`src/rtl/ps2_pkg.sv`:
```
// Shared definitions for the PS/2 keyboard controller: register map,
// scan-code prefixes, prefix FSM states, the buffered key event and
// STATUS/CTRL bit positions.
package ps2_pkg;

    localparam logic [1:0] REG_STATUS = 2'd0;
    localparam logic [1:0] REG_DATA   = 2'd1;
    localparam logic [1:0] REG_CTRL   = 2'd2;
    localparam logic [1:0] REG_ERRCNT = 2'd3;

    localparam logic [7:0] PS2_EXT = 8'hE0;
    localparam logic [7:0] PS2_BRK = 8'hF0;

    typedef enum logic [1:0] {
        S_IDLE,
        S_EXT,
        S_BRK,
        S_EXT_BRK
    } state_t;

    typedef struct packed {
        logic       ext;
        logic       brk;
        logic [7:0] code;
    } kbd_evt_t;

    localparam int ST_EMPTY    = 0;
    localparam int ST_FULL     = 1;
    localparam int ST_HEAD_BRK = 2;
    localparam int ST_HEAD_EXT = 3;
    localparam int ST_OVF      = 4;
    localparam int ST_ERR      = 5;

    localparam int CTRL_EN     = 0;
    localparam int CTRL_IRQ_EN = 1;
    localparam int CTRL_FLUSH  = 7;

endpackage

```
`src/rtl/ps2_evt_fifo.sv`:
```
// Synchronous FIFO of key events. A pop and a push in the same cycle both
// take effect, even when full, so the occupancy stays unchanged. Pushes
// into a full FIFO without a simultaneous pop are dropped here; the caller
// records the overflow.
module ps2_evt_fifo
    import ps2_pkg::*;
#(
    parameter int DEPTH = 8,
    parameter int AW    = 3
) (
    input  logic     clk,
    input  logic     reset,
    input  logic     flush,
    input  logic     push,
    input  kbd_evt_t push_data,
    input  logic     pop,
    output kbd_evt_t head,
    output logic     full,
    output logic     empty
);

    kbd_evt_t        mem [DEPTH];
    logic [AW-1:0]   wr_ptr;
    logic [AW-1:0]   rd_ptr;
    logic [AW:0]     count;
    logic            do_push;
    logic            do_pop;

    assign empty   = (count == '0);
    assign full    = (count == (AW+1)'(DEPTH));
    assign do_pop  = pop && !empty;
    assign do_push = push && (!full || do_pop);
    assign head    = mem[rd_ptr];

    // Pointers wrap naturally because DEPTH is a power of two; count tracks occupancy.
    always_ff @(posedge clk) begin
        if (reset || flush) begin
            wr_ptr <= '0;
            rd_ptr <= '0;
            count  <= '0;
        end else begin
            if (do_push) wr_ptr <= wr_ptr + AW'(1);
            if (do_pop)  rd_ptr <= rd_ptr + AW'(1);
            case ({do_push, do_pop})
                2'b10:   count <= count + (AW+1)'(1);
                2'b01:   count <= count - (AW+1)'(1);
                default: count <= count;
            endcase
        end
    end

    // Event storage; contents need no reset since occupancy governs validity.
    always_ff @(posedge clk) begin
        if (do_push) mem[wr_ptr] <= push_data;
    end

endmodule

```
`src/rtl/ps2_kbd_ctrl.sv`:
```
// PS/2 keyboard controller: folds E0/F0 prefixes into single key events,
// buffers them in a FIFO and exposes STATUS/DATA/CTRL/ERRCNT registers.
// Optional feature macro PS2_KBD_IRQ_EN adds a level interrupt output
// (CTRL[1] & FIFO non-empty); without it CTRL[1] is reserved.
module ps2_kbd_ctrl
    import ps2_pkg::*;
#(
    parameter int DEPTH = 8,
    parameter int AW    = 3
) (
    input  logic       clk,
    input  logic       reset,
    input  logic       rx_valid,
    input  logic [7:0] rx_code,
    input  logic       rx_error,
    output logic       rx_enable,
    input  logic       bus_sel,
    input  logic       bus_we,
    input  logic [1:0] bus_addr,
    input  logic [7:0] bus_wdata,
    output logic [7:0] bus_rdata
`ifdef PS2_KBD_IRQ_EN
    ,
    output logic       irq
`endif
);

    state_t     state;
    state_t     next_state;
    kbd_evt_t   evt;
    logic       evt_push;
    kbd_evt_t   head;
    logic       full;
    logic       empty;
    logic       ctrl_en;
    logic       ovf_sticky;
    logic       err_sticky;
    logic [7:0] errcnt;
    logic [7:0] status_word;
    logic [7:0] ctrl_word;
    logic       wr_ctrl;
    logic       wr_errcnt;
    logic       rd_data;
    logic       flush;
    logic       unused_wdata;
`ifdef PS2_KBD_IRQ_EN
    logic       ctrl_irq_en;
`endif

    assign wr_ctrl   = bus_sel && bus_we && (bus_addr == REG_CTRL);
    assign wr_errcnt = bus_sel && bus_we && (bus_addr == REG_ERRCNT);
    assign rd_data   = bus_sel && !bus_we && (bus_addr == REG_DATA);
    assign flush     = wr_ctrl && bus_wdata[CTRL_FLUSH];
    assign rx_enable = ctrl_en;

`ifdef PS2_KBD_IRQ_EN
    assign unused_wdata = ^bus_wdata[6:2];
`else
    assign unused_wdata = ^{bus_wdata[6:2], bus_wdata[CTRL_IRQ_EN]};
`endif

    // Prefix FSM state register.
    always_ff @(posedge clk) begin
        if (reset) state <= S_IDLE;
        else       state <= next_state;
    end

    // Prefix FSM: accumulate ext/brk flags and emit one event per key code.
    always_comb begin
        next_state = state;
        evt_push   = 1'b0;
        evt        = '{ext: 1'b0, brk: 1'b0, code: rx_code};
        if (flush || !ctrl_en || rx_error) begin
            next_state = S_IDLE;
        end else if (rx_valid) begin
            case (state)
                S_IDLE: begin
                    if (rx_code == PS2_EXT)      next_state = S_EXT;
                    else if (rx_code == PS2_BRK) next_state = S_BRK;
                    else                         evt_push   = 1'b1;
                end
                S_EXT: begin
                    if (rx_code == PS2_EXT) begin
                        next_state = S_EXT;
                    end else if (rx_code == PS2_BRK) begin
                        next_state = S_EXT_BRK;
                    end else begin
                        evt.ext    = 1'b1;
                        evt_push   = 1'b1;
                        next_state = S_IDLE;
                    end
                end
                S_BRK: begin
                    evt.brk    = 1'b1;
                    evt_push   = 1'b1;
                    next_state = S_IDLE;
                end
                S_EXT_BRK: begin
                    evt.ext    = 1'b1;
                    evt.brk    = 1'b1;
                    evt_push   = 1'b1;
                    next_state = S_IDLE;
                end
                default: next_state = S_IDLE;
            endcase
        end
    end

    ps2_evt_fifo #(
        .DEPTH (DEPTH),
        .AW    (AW)
    ) u_fifo (
        .clk       (clk),
        .reset     (reset),
        .flush     (flush),
        .push      (evt_push),
        .push_data (evt),
        .pop       (rd_data),
        .head      (head),
        .full      (full),
        .empty     (empty)
    );

    // CTRL register; the flush bit is not stored so it always reads back 0.
    always_ff @(posedge clk) begin
        if (reset) begin
            ctrl_en <= 1'b0;
`ifdef PS2_KBD_IRQ_EN
            ctrl_irq_en <= 1'b0;
`endif
        end else if (wr_ctrl) begin
            ctrl_en <= bus_wdata[CTRL_EN];
`ifdef PS2_KBD_IRQ_EN
            ctrl_irq_en <= bus_wdata[CTRL_IRQ_EN];
`endif
        end
    end

    // Sticky flags: overflow on a dropped push, error on any frame error; flush clears both.
    always_ff @(posedge clk) begin
        if (reset || flush) begin
            ovf_sticky <= 1'b0;
            err_sticky <= 1'b0;
        end else begin
            if (evt_push && full && !rd_data) ovf_sticky <= 1'b1;
            if (rx_error)                     err_sticky <= 1'b1;
        end
    end

    // Saturating frame-error counter, cleared by any write to ERRCNT.
    always_ff @(posedge clk) begin
        if (reset || wr_errcnt)                errcnt <= 8'h00;
        else if (rx_error && errcnt != 8'hFF)  errcnt <= errcnt + 8'h01;
    end

    // Assemble STATUS and CTRL read views; head flags are masked when empty.
    always_comb begin
        status_word              = '0;
        status_word[ST_EMPTY]    = empty;
        status_word[ST_FULL]     = full;
        status_word[ST_HEAD_BRK] = head.brk && !empty;
        status_word[ST_HEAD_EXT] = head.ext && !empty;
        status_word[ST_OVF]      = ovf_sticky;
        status_word[ST_ERR]      = err_sticky;
        ctrl_word                = '0;
        ctrl_word[CTRL_EN]       = ctrl_en;
`ifdef PS2_KBD_IRQ_EN
        ctrl_word[CTRL_IRQ_EN]   = ctrl_irq_en;
`endif
    end

    // Registered read data; holds its value when no read is performed.
    always_ff @(posedge clk) begin
        if (reset) begin
            bus_rdata <= 8'h00;
        end else if (bus_sel && !bus_we) begin
            case (bus_addr)
                REG_STATUS: bus_rdata <= status_word;
                REG_DATA:   bus_rdata <= empty ? 8'h00 : head.code;
                REG_CTRL:   bus_rdata <= ctrl_word;
                REG_ERRCNT: bus_rdata <= errcnt;
                default:    bus_rdata <= bus_rdata;
            endcase
        end
    end

`ifdef PS2_KBD_IRQ_EN
    // Level interrupt registered from the current enable and FIFO occupancy.
    always_ff @(posedge clk) begin
        if (reset) irq <= 1'b0;
        else       irq <= ctrl_irq_en && !empty;
    end
`endif

endmodule

```
`config.mk`:
```
export PLATFORM = sky130hd
export DESIGN_NAME = ps2_kbd_ctrl
export DESIGN_NICKNAME = d
export VERILOG_FILES = /design/src/rtl/ps2_pkg.sv /design/src/rtl/ps2_evt_fifo.sv /design/src/rtl/ps2_kbd_ctrl.sv
export SDC_FILE = /design/constraint.sdc
export NUM_CORES = 1
export LEC_CHECK = 0
export CAP_MARGIN = 0
export CELL_PAD_IN_SITES_DETAIL_PLACEMENT = 1
export CELL_PAD_IN_SITES_GLOBAL_PLACEMENT = 1
export CORE_MARGIN = 2
export CORE_UTILIZATION = 44
export DETAILED_ROUTE_END_ITERATION = 6
export MAX_ROUTING_LAYER = met4
export PLACE_DENSITY_LB_ADDON = 0.1
export RECOVER_POWER = 100
export SYNTH_ARGS = -nofsm -noshare
export SYNTH_HDL_FRONTEND = slang
export SYNTH_SLANG_ARGS = --single-unit
```
`constraint.sdc`:
```
create_clock -name clk -period 2.8 [get_ports clk]
set_input_delay 0.84 -clock clk [delete_from_list [all_inputs] [get_ports clk]]
set_output_delay 0.84 -clock clk [all_outputs]
set_load 0.02 [all_outputs]
```
# --- After elaboration in Yosys (flattened, before gate mapping) ---
# Memories as Yosys holds them, arrays and structs flattened. A register that Yosys moved wholly into a read port is not among the register bits.
# Cells that the tools add are included.
totals:
  regBits: 31
  mem_bits_rw: 80
  in_bits: 24
  wordCells: 80
  n_memories: 1
op_classes:
  n_addsub: 5
  eq_ne: 13
  n_mux: 21
  reduce_logical: 31
memory_table:
  columns: ["name", "depth", "width", "rd", "rd_ports_with_merged_regs", "write_ports", "line", "text"]
  rows:
  - ["u_fifo.mem", 8, 10, 1, 1, 1, "ps2_evt_fifo.sv:22", "kbd_evt_t mem [DEPTH];"]
op_table:
  columns: ["op", "n"]
  rows:
  - ["$pmux 8 s4", 1]
  - ["$eq 8x8->1 const B", 2]
  - ["$logic_and 1x1->1", 13]
  - ["$mux 2", 6]
  - ["$eq 2x2->1 const B", 5]
  - ["$add 8x1->8 const B", 1]
  - ["$mux 8", 1]
  - ["$ne 8x8->1 const B", 1]
  - ["$pmux 4 s2", 1]
  - ["$mux 1", 7]
  - ["$add 3x1->3 const B", 2]
  - ["$eq 2x1->1 const B", 3]
  - ["$mux 3", 2]
  - ["$pmux 2 s3", 1]
  - ["$reduce_or 2->1", 3]
  - ["$logic_not 1->1", 5]
  - ["$logic_or 1x1->1", 5]
  - ["$add 4x1->4 const B", 1]
  - ["$eq 4x4->1 const B", 1]
  - ["$logic_not 2->1", 2]
  - ["$logic_not 4->1", 1]
  - ["$pmux 1 s2", 2]
  - ["$sub 4x1->4 const B", 1]
  - ["$ne 3x3->1 const B", 1]
  - ["2 further kinds", 2]

# --- Longest topological paths before layout ---
depth:
  word_depth: 9
  mapped_depth: 11

# --- Cells and area by module ---
# From an unflattened synthesis, not the netlist that was laid out.
unflattened:
  cells_unflattened: 330
  hier_area_um2: 4863.4
by_module_without_submodules:
  columns: ["mod", "n_inst", "cells_each", "area_each_um2", "seq_area_each_um2"]
  rows:
  - ["ps2_evt_fifo", 1, 200, 3747.3, 2662.6]
  - ["ps2_kbd_ctrl", 1, 130, 1116.1, 420.4]

# --- Worst setup path before layout ---
# No wires, ideal clock.
synth_timing:
  kind: "in2reg"
  from: "input rx_code[1]"
  to: "register u_fifo.count[2]"
  setup_time_ns: 0.070
  arrival_ns: 2.839
  required_time_ns: 2.730
  path_slack_ns: -0.109
  cell_stages: 10
  n_path_buf: 0
  path_cell_list: "or4_1 > a2bb2oi_1 > nand2_2 > ha_1 > xor2_1 > ha_1 > a21oi_1 > xor2_1 > or3_1 > a21oi_1"
synth_via:
  elab_chain_len: 9
synth_lines:
  columns: ["item", "line", "text"]
  rows:
  - ["from (decl)", "ps2_kbd_ctrl.sv:14", "input logic [7:0] rx_code,"]
  - ["$eq 8x8->1", "ps2_kbd_ctrl.sv:79, ps2_kbd_ctrl.sv:85", null]
  - ["$mux 1", "ps2_kbd_ctrl.sv:79, ps2_kbd_ctrl.sv:85", null]
  - ["$mux 1 *", "ps2_kbd_ctrl.sv:83", "if (rx_code == PS2_EXT) begin"]
  - ["$pmux 1 s2 *", "ps2_kbd_ctrl.sv:76", "case (state)"]
  - ["$mux 1 *", "ps2_kbd_ctrl.sv:75", "end else if (rx_valid) begin"]
  - ["$mux 1 *", "ps2_kbd_ctrl.sv:73", "if (flush || !ctrl_en || rx_error) begin"]
  - ["$logic_and 1x1->1 *", "ps2_evt_fifo.sv:32", "assign do_push = push && (!full || do_pop);"]
  - ["$eq 2x1->1 or $eq 2x2->1 (tied branches)", "ps2_evt_fifo.sv:44", "case ({do_push, do_pop})"]
  - ["$pmux 4 s2 or $reduce_bool 2->1 (tied branches)", null, null]
  - ["to (signal assigned)", "ps2_evt_fifo.sv:45", "2'b10: count <= count + (AW+1)'(1);"]
  - ["to (signal assigned)", "ps2_evt_fifo.sv:46", "2'b01: count <= count - (AW+1)'(1);"]
  - ["to (signal assigned)", "ps2_evt_fifo.sv:47", "default: count <= count;"]
  - ["to (decl)", "ps2_evt_fifo.sv:25", "logic [AW:0] count;"]
# Every way passes the cells marked *; elsewhere a longest branch is shown, timed or not.
# A chain may end at the register's enable or synchronous reset.

# --- Final worst setup path ---
layout_timing:
  from: "input bus_sel"
  to: "register u_fifo.count[2]"
layout_via:
  elab_chain_len: 9
layout_lines:
  columns: ["item", "line", "text"]
  rows:
  - ["from (decl)", "ps2_kbd_ctrl.sv:17", "input logic bus_sel,"]
  - ["$logic_and 1x1->1 (2 in series)", "ps2_kbd_ctrl.sv:50", "assign wr_ctrl = bus_sel && bus_we && (bus_addr == REG_CTRL);"]
  - ["$logic_and 1x1->1", "ps2_kbd_ctrl.sv:53", "assign flush = wr_ctrl && bus_wdata[CTRL_FLUSH];"]
  - ["$logic_or 1x1->1 (2 in series)", "ps2_kbd_ctrl.sv:73", null]
  - ["$mux 1", "ps2_kbd_ctrl.sv:73", null]
  - ["$logic_and 1x1->1", "ps2_evt_fifo.sv:32", null]
  - ["$eq 2x1->1 or $eq 2x2->1 (tied branches)", "ps2_evt_fifo.sv:44", null]
  - ["$pmux 4 s2 or $reduce_bool 2->1 (tied branches)", null, null]
# Several ways; a longest one is shown, not always the timed one.

==> results <==
==> worst max path at each step <==
stage	slack (ns)	end
after CTS	0.02	u_fifo.count[2]
after global routing	0.002	u_fifo.count[2]
after detailed placement	-0.57	u_fifo.count[2]
after global placement	-0.54	u_fifo.count[2]
final	0.13	u_fifo.count[2]
after floorplan	-0.09	u_fifo.count[2]
==> cells in the mapped netlist (6+ instances only) <==
cell type	n	area share, %
sky130_fd_sc_hd__edfxtp_1	80	50
sky130_fd_sc_hd__dfxtp_1	34	14
sky130_fd_sc_hd__nor2_1	27	2.1
sky130_fd_sc_hd__mux2i_1	22	4.6
sky130_fd_sc_hd__nand2_1	14	1.1
sky130_fd_sc_hd__mux4_2	12	5.6
sky130_fd_sc_hd__nand3_1	12	1.2
sky130_fd_sc_hd__nand2b_1	9	1.2
sky130_fd_sc_hd__inv_1	8	0.62
sky130_fd_sc_hd__a21oi_1	7	0.72
sky130_fd_sc_hd__a211oi_1	6	0.93
sky130_fd_sc_hd__clkbuf_1	6	0.47
sky130_fd_sc_hd__ha_1	6	1.6
sky130_fd_sc_hd__xor2_1	6	1.1
==> through the flow <==
stage	hold slack (ns)	total power, uW	setup slack (ns)
2_1_floorplan	0.439	1910	-0.0859
3_5_place_dp	0.475	2010	-0.571
3_3_place_gp	0.465	2000	-0.539
5_1_grt	0.530	4090	0.00201
6_report	0.481	3980	0.125
4_1_cts	0.487	4020	0.0210
==> sequential cells by signal (all words and copies together), names as in the netlist, named ones only <==
register / flops
err_sticky: 1
rx_enable: 1
u_fifo.count: 4
u_fifo.mem: 80
state: 2
errcnt: 8
u_fifo.wr_ptr: 3
u_fifo.rd_ptr: 3
ovf_sticky: 1
bus_rdata: 8
==> final cells by class <==
class                      count  area share (%)
inverter                       8           0.498
clock buffer                  23            7.40
timing repair buffer          72            8.52
tap                          140            2.90
clock inverter                 9            1.78
sequential                   114            51.1
multi-input combinational    205            27.8
==> per-layer routing <==
layer	share of wire, %	up-vias	GRT usage (%)
met1	45	1621	29.7
met4	1.7	0	8.61
li1	-	1473	-
met2	49	78	35.4
met5	0	-	-
met3	4.2	21	5.44
==> power groups by stage <==
stage / Sequential (uW) / Combinational (uW) / Clock, uW
2_1_floorplan: 1860 / 49.3 / 0
3_3_place_gp: 1860 / 147 / 0
3_5_place_dp: 1860 / 152 / 0
4_1_cts: 1820 / 153 / 2050
5_1_grt: 1820 / 155 / 2120
6_report: 1820 / 140 / 2010
==> worst min-delay path: cells and delay by family, from the launching register on <==
family | cells | cell delay, ns
and+or+nand+nor | 2 | 0.12
DFF | 1 | 0.33
==> kinds of logic (layout without fill, tap and decap cells) <==
logic type      Yosys count  count (layout)
simple gates            101             101
buf+inv                  22             112
xor+xnor                 10              10
mux                      37              37
flops                   114             114
compound gates           51              51
fa+ha+maj                 6               6
==> repair_timing <==
action	in CTS	in global routing
resized for setup	2	7
hold endpoints to repair	0	0
setup endpoints to repair	1	2
==> impl_metrics.env <==
export IMPL_status="finished clean"
export IMPL_worst_path_most_repeated_cell="sky130_fd_sc_hd__a21oi_1"
export IMPL_multi_input_comb_area_sq_um=1680
export IMPL_dpl_instance_area_sq_um=5560
export IMPL_firstDrtPassIters=4
export IMPL_drt_antenna_violating_nets=0
export IMPL_report_final_setup_viol=0
export IMPL_grt_remaining_overflow=0
export IMPL_drt_wirelength_per_cell_um=20.9
export IMPL_dieHeight_um=109
export IMPL_slowest_delay_ns=0.53
export IMPL_power_density_nw_per_um2=659
export IMPL_timing_final_crit_share_pct=95.5
export IMPL_synth_top_family_by_area="simple AND/OR/NAND/NOR gates"
export IMPL_synth_mux_area_share_pct=10.8
export IMPL_final_design_area_no_fill_sq_um=6030
export IMPL_dp_hpwl_mm=8.26
export IMPL_gr_usage_all_layers_pct=23.0
export IMPL_power_combinational_fraction_pct=3.5
export IMPL_drt_vias_per_instance=5.59
export IMPL_clock_insertion_delay_worst_skew_ns=0.52
export IMPL_timing_critical_path_buf_inv=1
export IMPL_rr_worst_depth=9
export IMPL_min_delay_path_class="reg2reg"
export IMPL_vias=3193
export IMPL_gpl_final_weighted_congestion=0.814
export IMPL_drc_errors=0
export IMPL_areaGrowthSynthToFinish_pct=24.8
export IMPL_critPathMaxFanout=4
export IMPL_antenna_cells=0
export IMPL_max_cap_violations=0
export IMPL_io_pins=33
export IMPL_seqPwrFrac_pct=45.8
export IMPL_worstMarginPinSlew_ns=0.618
export IMPL_cts_post_setup_buffers_inserted=0
export IMPL_synthFlopType="sky130_fd_sc_hd__edfxtp_1"
export IMPL_die_x_um=109
export IMPL_ys_seq_elements=114
export IMPL_postCtsHoldBufs=0
export IMPL_fin_cells=571
export IMPL_grt_setup_unrepaired="false"
export IMPL_postSynth_asyncResetShare_pct=0
export IMPL_final_period_minus_worst_setup_slack_ns=2.67
export IMPL_worstPathArrival_ns=3.13
export IMPL_critical_path_slowest_cell="sky130_fd_sc_hd__clkdlybuf4s50_1"
export IMPL_p_sw_uw=818
export IMPL_area_fraction_in_and_or_nand_and_nor_cells_after_synthesis_pct=12.0
export IMPL_worst_setup_path_end_kind="flop"
export IMPL_share_of_post_route_cells_with_drive_strength_above_1_pct=19.3
export IMPL_clock_tree_from_tritoncts="yes"
export IMPL_yosysSeqAreaShare_pct=63.8
export IMPL_most_frequent_standard_cell_in_the_layout_excluding_fill_and_tap_cells="sky130_fd_sc_hd__edfxtp_1"
export IMPL_floorplan_die_area_sq_um=11800
export IMPL_worst_setup_start_kind="input pin"
export IMPL_max_rail_drop_vdd_mv=0.420
export IMPL_cts_root_buffer="sky130_fd_sc_hd__clkbuf_8"
export IMPL_worst_setup_skew_after_layout_ns=0.00938
export IMPL_r2r_start="u_fifo.count[0]"
export IMPL_grt_antenna_before_repair=0
export IMPL_min_to="err_sticky"
export IMPL_clkSinkCount=114
export IMPL_synth_edff_count=80
export IMPL_sequential_cell_area_sq_um=3080
export IMPL_initial_utilization_pct=44.8
export IMPL_number_of_global_route_vias_before_repair=3346
export IMPL_setup_tns_ns=0
export IMPL_post_synth_cell_area_avg_sq_um=14.2
export IMPL_numCtsBuffers=17
export IMPL_hold_path_startpoint="err_sticky"
export IMPL_largest_net_degree_at_the_start_of_global_routing=23
export IMPL_setup_reg_to_reg_worst_slack_ns=0.41
export IMPL_report_final_slew_viol_count=0
export IMPL_switching_share_pct=20.6
export IMPL_initial_drc_count=206
export IMPL_postSynthNetCount=371
export IMPL_cp_num_cells=11
export IMPL_clk_pin_slew_ns=0.05
export IMPL_final_core_util_pct=55.9
export IMPL_hold_path_cell_count=2
export IMPL_relative_contribution_of_the_clock_network_to_total_power_pct=50.7
export IMPL_max_clock_path_buffers=2
export IMPL_synthAdderAreaFrac_pct=1.55
export IMPL_timing_max_slew_rel_slack_pct=58.7
export IMPL_routed_wirelength_mm=12.0
export IMPL_fmax_mhz=374
export IMPL_worst_path_dominant_cell_family="simple AND/OR/NAND/NOR gates"
export IMPL_num_nets_final=448
export IMPL_final_cell_mix="sky130_fd_sc_hd__edfxtp_1, sky130_fd_sc_hd__dfxtp_1, sky130_fd_sc_hd__nor2_1"
export IMPL_timing_critical_path_required_ns=3.25
export IMPL_numPlacedInstances=539
export IMPL_crit_reg2reg_capture="u_fifo.count[2]"
export IMPL_leakage_uw=0.00205
export IMPL_port_buffer_count=26
export IMPL_design_core_area_sq_um=10800
export IMPL_wire_length_of_the_first_global_routing_pass_mm=18.8
export IMPL_worstSetupPathType="in2reg"
export IMPL_rows=38
export IMPL_synth_compound_gate_area_share_pct=7.92
export IMPL_post_synth_inst_count=341
export IMPL_ys_types=59
export IMPL_synthXorXnorAreaFrac_pct=1.81
export IMPL_fillCellCount=1051
export IMPL_intPower_uw=3160
export IMPL_synthesis_area_sq_um=4840
export IMPL_ys_warnings_count=0
export IMPL_timing_critical_path_cells="clkdlybuf4s50_1 > nand4bb_1 > a2bb2oi_2 > nand2_2 > ha_4 > xor2_2 > ha_2 > a21oi_1 > xor2_1 > or3_1 > a21oi_1"
export IMPL_cts_htree_levels=4
export IMPL_worst_setup_path_startpoint="bus_sel"
export IMPL_final_hold_violation_count=0
Note: power is estimated with default switching activity, not from simulation.
